--- src/rtl/keyboard_matrix.sv ---
// Keyboard matrix emulator: queues key events, applies each one and holds it for HOLD_TICKS 1 MHz ticks.
// Optional macro KEYBOARD_MATRIX_FIFO_EN selects a 4-entry event FIFO instead of a single holding register.
module keyboard_matrix #(
    parameter int HOLD_TICKS = 20000
) (
    input  logic       clk,
    input  logic       rst,
    input  logic       clk_1mhz_ph1_en,
    input  logic       i_key_valid,
    input  logic [5:0] i_key_code,
    input  logic       i_key_down,
    output logic       o_key_ready,
    input  logic       i_clear,
    input  logic [7:0] i_pa,
    output logic [7:0] o_pb,
    output logic       o_busy
);

    typedef enum logic {IDLE, HOLD} state_t;

    state_t      state, state_next;
    logic [15:0] hold_cnt, hold_cnt_next;
    logic [63:0] keys, keys_next;

    logic       full, empty, push, pop;
    logic [6:0] head;

    assign o_key_ready = !full && !i_clear;
    assign push        = i_key_valid && o_key_ready;
    assign pop         = (state == IDLE) && !empty && !i_clear;
    assign o_busy      = (state == HOLD) || !empty;

`ifdef KEYBOARD_MATRIX_FIFO_EN
    logic [6:0] fifo_mem [4];
    logic [1:0] wr_ptr, rd_ptr;
    logic [2:0] count;

    assign full  = (count == 3'd4);
    assign empty = (count == 3'd0);
    assign head  = fifo_mem[rd_ptr];

    always_ff @(posedge clk) begin
        if (push) begin
            fifo_mem[wr_ptr] <= {i_key_down, i_key_code};
        end
    end

    // A simultaneous push and pop leaves the occupancy unchanged.
    always_ff @(posedge clk) begin
        if (rst || i_clear) begin
            wr_ptr <= '0;
            rd_ptr <= '0;
            count  <= '0;
        end else begin
            if (push) wr_ptr <= wr_ptr + 2'd1;
            if (pop)  rd_ptr <= rd_ptr + 2'd1;
            case ({push, pop})
                2'b10:   count <= count + 3'd1;
                2'b01:   count <= count - 3'd1;
                default: count <= count;
            endcase
        end
    end
`else
    logic       held;
    logic [6:0] slot;

    assign full  = held;
    assign empty = !held;
    assign head  = slot;

    always_ff @(posedge clk) begin
        if (rst || i_clear) begin
            held <= 1'b0;
            slot <= '0;
        end else if (push) begin
            held <= 1'b1;
            slot <= {i_key_down, i_key_code};
        end else if (pop) begin
            held <= 1'b0;
        end
    end
`endif

    always_ff @(posedge clk) begin
        if (rst) begin
            state    <= IDLE;
            hold_cnt <= '0;
            keys     <= '0;
        end else begin
            state    <= state_next;
            hold_cnt <= hold_cnt_next;
            keys     <= keys_next;
        end
    end

    // Clear wins over applying the head event on the same edge.
    always_comb begin
        state_next    = state;
        hold_cnt_next = hold_cnt;
        keys_next     = keys;
        if (i_clear) begin
            state_next    = IDLE;
            hold_cnt_next = '0;
            keys_next     = '0;
        end else begin
            case (state)
                IDLE: begin
                    if (!empty) begin
                        keys_next[head[5:0]] = head[6];
                        hold_cnt_next        = 16'(HOLD_TICKS);
                        state_next           = HOLD;
                    end
                end
                HOLD: begin
                    if (hold_cnt == 16'd0) begin
                        state_next = IDLE;
                    end else if (clk_1mhz_ph1_en) begin
                        hold_cnt_next = hold_cnt - 16'd1;
                    end
                end
                default: state_next = IDLE;
            endcase
        end
    end

    always_comb begin
        o_pb = 8'hFF;
        for (int c = 0; c < 8; c++) begin
            for (int r = 0; r < 8; r++) begin
                if (!i_pa[c] && keys[c*8+r]) begin
                    o_pb[r] = 1'b0;
                end
            end
        end
    end

endmodule
--- config.mk ---
export PLATFORM = sky130hd
export DESIGN_NAME = keyboard_matrix
export DESIGN_NICKNAME = d
export VERILOG_FILES = /design/src/rtl/keyboard_matrix.sv
export SDC_FILE = /design/constraint.sdc
export NUM_CORES = 1
export LEC_CHECK = 0
export ABC_AREA = 1
export BUFFER_PORTS_ARGS = -buffer_cell sky130_fd_sc_hd__buf_2
export CAP_MARGIN = 20
export CORE_MARGIN = 2
export CORE_UTILIZATION = 65
export DETAILED_ROUTE_END_ITERATION = 10
export PLACE_DENSITY = 0.91
export SLEW_MARGIN = 20
export SYNTH_ARGS = -nofsm -noshare
export SYNTH_HDL_FRONTEND = slang
export SYNTH_SLANG_ARGS = --single-unit
--- constraint.sdc ---
create_clock -name clk -period 2.8 [get_ports clk]
set_clock_uncertainty 0.05 [all_clocks]
set_input_delay 0.84 -clock clk [delete_from_list [all_inputs] [get_ports clk]]
set_output_delay 0.84 -clock clk [all_outputs]
set_load 0.03 [all_outputs]
==> results_dict.tcl <==
set metrics [dict create \
    outcome "complete, but fails checks" \
    violated_checks "negative setup slack" \
    cap_viol_max_count 0 \
    total_leakage_power_nw 1.859 \
    fp-row-count 29 \
    finalCritPeriodShare 1.001 \
    pre_cts_slack_ns 0.08097 \
    ant_nets_after_route 0 \
    power_after_layout_mw 2.277 \
    synth-xor-area-share 0.006121 \
    cts_hold_buf 0 \
    post_synth_instance_area_um2 4293 \
    dr.first_iter.drc_count 635 \
    place_inst 700 \
    cts.clk_slew.worst_paths_ns 0.09 \
    floorplan.die_area_um2 7270 \
    critPathMaxFanout 6 \
    synth.yosys.warnings 0 \
    reg2reg_slack_ns 0.58 \
    max_slew.worst_pin.slew_ns 0.7500 \
    core_area_um2 6386 \
    layoutNonFillerInstCount 717 \
    synth_seq_area_share 0.4150 \
    reg2reg_from "state" \
    area.growth.synth_to_final_pct 12.18 \
    maxSlewHeadroom 0.4994 \
    final_max_slew_viol_count 0 \
    required_ns 1.91 \
    main_combinational_cell_family_by_area_after_synthesis "simple AND/OR/NAND/NOR gates" \
    period_minus_slack_ns 2.802 \
    timing.critical_path.from_type "primary input" \
    core_util_final 0.7541 \
    routed_length_per_placed_instance_um 16.48 \
    synth_area_per_cell_um2 7.061 \
    finalWeightedCongestion 0.9863 \
    grt.total_usage 0.3310 \
    synth_fa_ha_area_frac 0.002915 \
    dpl.hpwl_um 7938 \
    grt.overflow.total 0 \
    critPathKind "primary input to output port" \
    detailroute.via_count 4511 \
    dieWidth_um 85.27 \
    hold_path_class "register to register" \
    timing.hold.worst.start "keys[50]" \
    grt_first_pass_wirelength_um 19240 \
    holdPathStages 2 \
    grt_max_degree 40 \
    peakVddDrop_v 0.0004298 \
    grt_pass1_vias 4145 \
    worst-r2r-cell-count 8 \
    cts.htree.levels 3 \
    cts_sinks 89 \
    drc 0 \
    synth-seq-cells 89 \
    height_of_the_chip_um 85.27 \
    vias_per_cell 6.291 \
    p_per_area_nw_per_um2 472.7 \
    finalSetupViolations 1 \
    ioPinCount 30 \
    post_route_cells_drive_above_1_share 0.1547 \
    groute.layer.met2.usage 0.5114 \
    grt.busiest_layer "met2" \
    final.fill_count 447 \
    achievable-frequency_mhz 356.9 \
    cts-buffers-inserted 9 \
    unrepaired_setup_endpoints_after_global_routing "true" \
    timing.critical_path.arrival_ns 1.91 \
    clock_path_buffers 2 \
    grt.met1_usage 0.4493 \
    post_synth_inst_count 608 \
    initial_utilization 0.6722 \
    worst_slack_ns -0.001970 \
    grt.met3_usage 0.06031 \
    antenna_cells 0 \
    worst_r2r_endpoint "keys[20]" \
    yosysUniqueCellTypes 32 \
    wirelength_um 11810 \
    number_of_antenna_violations_at_the_first_check_in_global_routing 0 \
    type_of_element_capturing_the_critical_path "output port" \
    clkLatencyLatePin_ns 0.35 \
    hold_vio_cnt_final 0 \
    final_design_area_no_fill_um2 4816 \
    synth-simple-area-share 0.2652 \
    buffer_ports.inserted 29 \
    hold_end "keys[50]" \
    synth_compound_gate_area_share 0.2285 \
    dpl_cell_area_um2 4519 \
    finalNetCount 657 \
    cts_root_buf "sky130_fd_sc_hd__clkbuf_8" \
    post_synth_mux_area_share 0 \
    postSynthNetCount 629 \
    detail_route.first_pass.iterations 7 \
    tritoncts "yes" \
]
flip-flops by register name (all words and copies together) (netlist names):
signal,cells
keys,64
head,7
hold_cnt,16
state,1
full,1
stage by stage:
step           setup TNS [ns]  hold slack (ns)
2_1_floorplan               0           0.3798
3_3_place_gp                0           0.3985
3_5_place_dp                0           0.4010
4_1_cts                     0           0.4159
5_1_grt               -0.1301           0.4367
6_report            -0.001970           0.4185
where the power goes:
group / switching (mW) / internal [mW] / total, mW / leakage (nW)
Combinational: 0.129 / 0.0521 / 0.181 / 1.06
Sequential: 0.00803 / 1.27 / 1.28 / 0.717
Clock: 0.470 / 0.346 / 0.816 / 0.0810
Total: 0.607 / 1.67 / 2.28 / 1.86
metal layers:
metal  part of all wire  routed length, µm
met2               0.46               5443
met1               0.41               4787
met3               0.10               1187
met5                  0                  0
met4              0.033                394
area by class of cell:
| cell class | instances | area, µm² | share of cell area |
|---|---|---|---|
| clock buffer | 10 | 137.6 | 0.02858 |
| clock inverter | 5 | 40.04 | 0.008314 |
| inverter | 56 | 217.7 | 0.04521 |
| multi-input combinational | 434 | 2242 | 0.4656 |
| sequential | 89 | 1782 | 0.3700 |
| tap | 77 | 96.34 | 0.02001 |
| timing repair buffer | 46 | 300.3 | 0.06235 |
cell usage after synthesis:
master / number / share of area
sky130_fd_sc_hd__nand3_1: 27 / 0.031
sky130_fd_sc_hd__nand4_1: 3 / 0.0044
sky130_fd_sc_hd__a2111oi_0: 1 / 0.0020
sky130_fd_sc_hd__o21ai_0: 46 / 0.054
sky130_fd_sc_hd__nor3_4: 3 / 0.011
sky130_fd_sc_hd__buf_4: 2 / 0.0035
sky130_fd_sc_hd__nand3_2: 2 / 0.0047
sky130_fd_sc_hd__nor2_2: 2 / 0.0029
sky130_fd_sc_hd__ha_1: 1 / 0.0029
sky130_fd_sc_hd__a21oi_1: 95 / 0.11
sky130_fd_sc_hd__nand3b_1: 3 / 0.0052
sky130_fd_sc_hd__nor3_2: 3 / 0.0070
sky130_fd_sc_hd__dfxtp_1: 89 / 0.42
sky130_fd_sc_hd__nor3b_1: 3 / 0.0052
sky130_fd_sc_hd__nand2_2: 1 / 0.0015
sky130_fd_sc_hd__nand2_1: 122 / 0.11
sky130_fd_sc_hd__clkbuf_1: 15 / 0.013
sky130_fd_sc_hd__nor2_1: 67 / 0.059
sky130_fd_sc_hd__a22o_1: 4 / 0.0082
sky130_fd_sc_hd__nor2_4: 1 / 0.0026
sky130_fd_sc_hd__o2111ai_1: 4 / 0.0082
sky130_fd_sc_hd__nor4_1: 1 / 0.0015
sky130_fd_sc_hd__clkinv_1: 3 / 0.0026
sky130_fd_sc_hd__buf_1: 1 / 0.00087
sky130_fd_sc_hd__xnor2_1: 3 / 0.0061
sky130_fd_sc_hd__inv_1: 49 / 0.043
sky130_fd_sc_hd__buf_6: 2 / 0.0052
sky130_fd_sc_hd__a31oi_1: 2 / 0.0029
sky130_fd_sc_hd__a311oi_1: 21 / 0.043
sky130_fd_sc_hd__buf_2: 9 / 0.010
sky130_fd_sc_hd__nor3_1: 19 / 0.022
sky130_fd_sc_hd__inv_2: 4 / 0.0035
repair_timing:
action / 4_1_cts / 5_1_grt
buffers inserted: 0 / 2
setup endpoints to repair: 0 / 6
hold endpoints to repair: 0 / 0
gates resized for setup: 0 / 34
layout by cell type, fill, tap and decap left out, drive strengths merged, types with 3 or more instances in the layout:
master / instances
nand3: 29
o21ai: 46
clkinv: 4
nor2: 70
nor3: 25
nand3b: 3
xnor2: 3
a21oi: 95
buf: 46
clkbuf: 10
a22o: 4
o2111ai: 4
nand4: 3
dfxtp: 89
a311oi: 21
clkinvlp: 5
nand2: 123
nor3b: 3
inv: 52
how the worst max path moves through the flow:
stage | start | endpoint | slack, ns | cells after the start
4_1_cts | i_pa[0] | o_pb[3] | 0.06 | 8
6_report | i_pa[3] | o_pb[2] | -0.002 | 7
3_5_place_dp | i_pa[0] | o_pb[0] | 0.08 | 8
3_3_place_gp | i_pa[0] | o_pb[3] | 0.08 | 8
2_1_floorplan | i_pa[4] | o_pb[7] | 0.1 | 3
5_1_grt | i_pa[0] | o_pb[2] | -0.03 | 8
critical path, stage by stage:
cell and delay [ns]:
sky130_fd_sc_hd__buf_2 0.12, sky130_fd_sc_hd__clkinvlp_4 0.16, sky130_fd_sc_hd__buf_4 0.19, sky130_fd_sc_hd__a21oi_2 0.15, sky130_fd_sc_hd__o2111ai_1 0.13, sky130_fd_sc_hd__a21oi_1 0.15, sky130_fd_sc_hd__buf_4 0.18
cells by family after synthesis:
family | count (synthesis)
compound gates | 173
fa+ha+maj | 1
buf+inv | 85
simple gates | 257
xor+xnor | 3
flops | 89
(Power assumes the default switching activity.)
